==> src/rtl/mem_stage.sv <==
// Memory-stage controller for the 64-bit LEGv8 pipeline.
// Holds the EX/MEM register, resolves branches, runs the data-memory
// req/ack handshake with a bounded wait, and fills the MEM/WB register.
//
// state | meaning
// ------+-------------------------------------------------------------
// IDLE  | EX/MEM holds no outstanding memory access; dm_req low
// BUSY  | EX/MEM holds a load/store waiting for dm_ack (or timeout)
module mem_stage #(
  parameter int N       = 64,
  parameter int TIMEOUT = 16
) (
  input  logic         clk,
  input  logic         reset,
  input  logic         valid_E,
  input  logic [N-1:0] aluResult_E,
  input  logic [N-1:0] writeData_E,
  input  logic [N-1:0] PCBranch_E,
  input  logic         zero_E,
  input  logic         MemRead_E,
  input  logic         MemWrite_E,
  input  logic         Branch_E,
  input  logic         RegWrite_E,
  input  logic         MemtoReg_E,
  input  logic [4:0]   rd_E,
  output logic         stall_M,
  output logic         PCSrc_M,
  output logic [N-1:0] PCBranch_M,
  output logic         dm_req,
  output logic         dm_we,
  output logic [N-1:0] dm_addr,
  output logic [N-1:0] dm_wdata,
  input  logic [N-1:0] dm_rdata,
  input  logic         dm_ack,
  output logic         valid_W,
  output logic         RegWrite_W,
  output logic         MemtoReg_W,
  output logic [N-1:0] readData_W,
  output logic [N-1:0] aluResult_W,
  output logic [4:0]   rd_W,
  output logic         err_M
);

  localparam int CW = $clog2(TIMEOUT);

  typedef enum logic {IDLE = 1'b0, BUSY = 1'b1} state_t;

  state_t        state, state_nxt;
  logic [CW-1:0] wait_cnt, wait_cnt_nxt;

  logic         valid_M;
  logic [N-1:0] aluResult_M;
  logic [N-1:0] writeData_M;
  logic         zero_M;
  logic         MemRead_M;
  logic         MemWrite_M;
  logic         Branch_M;
  logic         RegWrite_M;
  logic         MemtoReg_M;
  logic [4:0]   rd_M;

  logic busy;
  logic timeout;
  logic memop_E;
  logic load_done;

  assign busy    = (state == BUSY);
  assign memop_E = valid_E & (MemRead_E | MemWrite_E);
  // Counter only advances while stalled, so it tops out at TIMEOUT-1.
  assign timeout = busy & (wait_cnt == CW'(TIMEOUT - 1)) & ~dm_ack;
  assign stall_M = busy & ~dm_ack & ~timeout;
  // Read+write together behaves as a store, so only a pure read returns data.
  assign load_done = busy & dm_ack & MemRead_M & ~MemWrite_M;

  assign PCSrc_M  = valid_M & Branch_M & zero_M;
  assign dm_req   = busy;
  assign dm_we    = busy & MemWrite_M;
  assign dm_addr  = busy ? aluResult_M : '0;
  assign dm_wdata = busy ? writeData_M : '0;

  // EX/MEM register: loads whenever the stage is not stalled.
  always_ff @(posedge clk) begin
    if (reset) begin
      valid_M     <= 1'b0;
      aluResult_M <= '0;
      writeData_M <= '0;
      PCBranch_M  <= '0;
      zero_M      <= 1'b0;
      MemRead_M   <= 1'b0;
      MemWrite_M  <= 1'b0;
      Branch_M    <= 1'b0;
      RegWrite_M  <= 1'b0;
      MemtoReg_M  <= 1'b0;
      rd_M        <= '0;
    end else if (!stall_M) begin
      valid_M     <= valid_E;
      aluResult_M <= aluResult_E;
      writeData_M <= writeData_E;
      PCBranch_M  <= PCBranch_E;
      zero_M      <= zero_E;
      MemRead_M   <= MemRead_E;
      MemWrite_M  <= MemWrite_E;
      Branch_M    <= Branch_E;
      RegWrite_M  <= RegWrite_E;
      MemtoReg_M  <= MemtoReg_E;
      rd_M        <= rd_E;
    end
  end

  // State and wait-counter registers.
  always_ff @(posedge clk) begin
    if (reset) begin
      state    <= IDLE;
      wait_cnt <= '0;
    end else begin
      state    <= state_nxt;
      wait_cnt <= wait_cnt_nxt;
    end
  end

  // Next state: BUSY tracks "EX/MEM holds an unfinished memop".
  always_comb begin
    state_nxt    = state;
    wait_cnt_nxt = '0;
    if (stall_M) begin
      state_nxt    = BUSY;
      wait_cnt_nxt = wait_cnt + 1'b1;
    end else if (memop_E) begin
      state_nxt = BUSY;
    end else begin
      state_nxt = IDLE;
    end
  end

  // MEM/WB register: real instruction on free edges, bubble while stalled.
  always_ff @(posedge clk) begin
    if (reset || stall_M) begin
      valid_W     <= 1'b0;
      RegWrite_W  <= 1'b0;
      MemtoReg_W  <= 1'b0;
      readData_W  <= '0;
      aluResult_W <= '0;
      rd_W        <= '0;
    end else begin
      valid_W     <= valid_M;
      RegWrite_W  <= RegWrite_M & ~timeout;
      MemtoReg_W  <= MemtoReg_M;
      readData_W  <= load_done ? dm_rdata : '0;
      aluResult_W <= aluResult_M;
      rd_W        <= rd_M;
    end
  end

  // Sticky timeout flag, cleared only by reset.
  always_ff @(posedge clk) begin
    if (reset) begin
      err_M <= 1'b0;
    end else if (timeout) begin
      err_M <= 1'b1;
    end
  end

endmodule

==> config.mk <==
export PLATFORM = sky130hd
export DESIGN_NAME = mem_stage
export DESIGN_NICKNAME = d
export VERILOG_FILES = /design/src/rtl/mem_stage.sv
export SDC_FILE = /design/constraint.sdc
export NUM_CORES = 1
export LEC_CHECK = 0
export CORE_AREA = 2 2 237 239
export CTS_CLUSTER_DIAMETER = 80
export DETAILED_ROUTE_END_ITERATION = 12
export DIE_AREA = 0 0 239 241
export SYNTH_ARGS = -nofsm -noshare
export SYNTH_HDL_FRONTEND = slang
export SYNTH_SLANG_ARGS = --single-unit
==> constraint.sdc <==
create_clock -name clk -period 2.5 [get_ports clk]
set_clock_uncertainty 0.2 [all_clocks]
set_input_delay 0.75 -clock clk [delete_from_list [all_inputs] [get_ports clk]]
set_output_delay 0.75 -clock clk [all_outputs]
set_load 0.05 [all_outputs]
==> results.md <==
- Status: complete, but fails checks
- Violated checks: setup timing
- Gate Count Post-Synth: roughly 910
- Sequential fraction of the synthesis area: 63.9%
- Total of max-cap violations: 0
- WHS Path Cells: 1
- CTS sink count: 346
- I/O Pins: 604
- Proportion of layout cells with a drive suffix above 1: between 20 and 30%
- Slew margin rel.: between 60% and 70%
- Most frequent cell after synthesis: dfxtp_1
- Fmax: roughly 380 MHz
- Yosys top cell by area: dfxtp_1
- Power per cell area: about 690 mW/mm^2
- DR WL/cell: 18.8 um
- First-pass DRT Iterations: 6
- CP Class: reg2out
- Period utilization: 104%
- Gr usage total: a little over an eighth
- Synth area leaders: dfxtp_1 64%, a22o_1 16%, and2_1 15%, buf_2 1.4%, clkbuf_1 1.1%
- Top_reg_cell synth: dfxtp_1
- # H-tree levels: 2
- Layout Utilization: a little under two fifths
- CP required: approximately 1600 ps
- Ys async rst share: 0%
- Grt ovf: 0
- Setup crit end kind: output port
- Hold wc startpoint: rd_M[4]
- IO Port Bufs: ~600
- Via density: 4.06
- Multi-input logic area: ~0.004 sq mm
- Leak: roughly 9.4 nW
- Wire length of the first global-routing pass: 59800 um
- Worst reg2reg path startpoint: dm_req
- Synth Area per Inst: about 12 sq um
- Post-synth EDFFs: 0
- Ys Warns: 0
- Measured slew at the worst slew-check pin: ~560 ps
- Worst reg2reg endpoint: aluResult_W[48]
- Vias: between 9000 and 10000
- Root buf cell: clkbuf_16
- HP Class: reg2reg
- Synth Register Bits: 346
- Area delta synth->final: 93.5%
- Die X: between 200 and 250 um
- Unrepaired setup endpoints after global routing: true
- Reg clk slew, reported paths: ~60 ps
- CTS tree: built
- Count of final max-slew check failures: 0
- Fin nets: between 1500 and 2000
- Critical Path Source Type: register
- Starting density of the core: roughly a fifth
- GPL Wtd Cong: slightly above 0.8
- HPWL Detailed: just over 30000 um
- Antenna violations before repair: 2
- Yosys top cell area share: 63.9%
- Final WL: about 43000 um
- Min setup slack post-route: -100 ps
- Peak VDD IR: between 0.3 and 0.4 mV
- Row cnt: 86
- Die ar.: around 0.058 sq mm
- Cts hold-fix bufs: 0
- Worst EP arrival: 1650 ps
- Cell Area, Synth: ~0.011 sq mm
- DRT iter0 DRCs: ~310
- R2R Setup Slk: about 480 ps
- Max clock buf depth: 3
- Crit Path Max Fanout: 9
- TritonCTS buffer count: 42
- Clock Latency Late Sink: approximately 550 ps
- Synth cell types: 23
- Layout Cells excl Fill: between 2000 and 2500
- Synth cell count leaders: 346 x dfxtp_1, 265 x and2_1, 203 x a22o_1, 33 x clkbuf_1, 31 x buf_2
- Final setup vio count: between 100 and 150
- Post-DRT Antenna Nets: 0
- Cells after DPL: 2193
- Residual DRC: 0
- Largest net degree at the start of global routing: 65
- Reg2Reg Depth: 8
- Setup Slack @ Placement: -211 ps
- Net count after synthesis: between 1000 and 1500
- Min Tclk post-route: approximately 2600 ps
- Die Ht: ~240 um
- Vias in the first global route: around 9400
- Fin. Hold Viols: 0
- Hold endpoint: rd_W[4]
- Fill count: roughly 5300
- Core ar.: between 0.05 and 0.06 sq mm
- Reg area: 0.00693 sq mm
## per-stage QoR
step	area, sq um	power, mW	TNS [ps]	hold slack, ps
finish	21000	14.4	-5600	269
global route	21000	14.9	-14000	277
CTS	20800	14.6	-15940	271
detailed placement	19200	8.28	-30080	251
global placement	19200	8.26	-27000	229
floorplan	10800	7.07	0	218
## cells in the final DEF (no fill, tap or decap), types with 2 or more instances in the layout
cell / Yosys / layout
clkbuf_1: 33 / 9
a21oi_1: 4 / 3
buf_16: 0 / 5
nor2_1: 5 / 4
bufinv_16: 0 / 2
diode_2: 0 / 2
dlygate4sd2_1: 0 / 147
inv_8: 0 / 2
and2_4: 0 / 109
dfxtp_1: 346 / 345
clkbuf_8: 0 / 9
and3_1: 2 / 2
buf_12: 0 / 147
clkdlybuf4s50_1: 0 / 269
buf_4: 1 / 89
a22o_1: 203 / 203
clkinv_8: 0 / 2
clkinv_2: 0 / 6
and2_1: 265 / 156
nand3_1: 3 / 2
clkbuf_16: 0 / 45
buf_6: 0 / 4
## power breakdown
part | internal [mW] | switching [mW] | leakage [nW]
Sequential | 5.79 | 0.153 | 2.85
Clock | 3.66 | 2.48 | 0.692
Combinational | 1.11 | 1.18 | 5.86
## worst max-delay path, stage by stage, from the launching register on
cell,delay [ps]
dfxtp_4,350
buf_12,140
buf_12,150
buf_16,150
and2_4,160
buf_12,140
## worst max path at each step
stage / depth (start not counted) / to / slack [ps] / startpoint
after floorplan: 3 / dm_addr[14] / 90 / dm_req
after global placement: 5 / stall_M / -220 / dm_ack
after detailed placement: 5 / stall_M / -210 / dm_ack
after CTS: 3 / dm_addr[27] / -180 / dm_req
after global routing: 5 / dm_wdata[11] / -150 / dm_req
final: 5 / dm_wdata[5] / -100 / dm_req
## flip-flops by register name, indices dropped and copies added, names as in the netlist, 4 cells and up
name and flops:
rd_W 5, aluResult_M 64, writeData_M 64, rd_M 5, aluResult_W 64, PCBranch_M 64
wait_cnt 4, readData_W 64
## cells by family after synthesis
| family | synth area share, % |
|---|---|
| and+or+nand+nor | 16.1 |
| adders and majority gates | 0.115 |
| buffers and inverters | 2.99 |
| AOI/OAI and AO/OA | 16.7 |
| DFF | 63.9 |
| xor gates and xnor gates | 0.162 |
## repair_timing
action                     CTS  global route
buffers inserted             6             3
resized for setup          230            53
pin swaps                   34            16
gates cloned                 6             4
setup endpoints to repair  267           130
## routing by layer
| layer | vias up | global-route usage, % | wire length, um |
|---|---|---|---|
| met4 | 0 | 4.38 | 1040 |
| met2 | 363 | 22.9 | 20600 |
| met5 | - | 0 | 0 |
| met3 | 71 | 4.86 | 3480 |
| li1 | 4428 | - | - |
| met1 | 4414 | 16.4 | 17800 |
## final cells by class
| type | instances | area share, % |
|---|---|---|
| timing repair buffer | 664 | 37.3 |
| sequential | 346 | 33.0 |
| multi-input combinational | 493 | 18.7 |
| clock buffer | 61 | 5.88 |
| tap | 704 | 4.20 |
| clock inverter | 15 | 0.811 |
| antenna | 2 | 0.0238 |
| inverter | 1 | 0.0179 |
No activity file was read; power rests on OpenSTA's default activity.
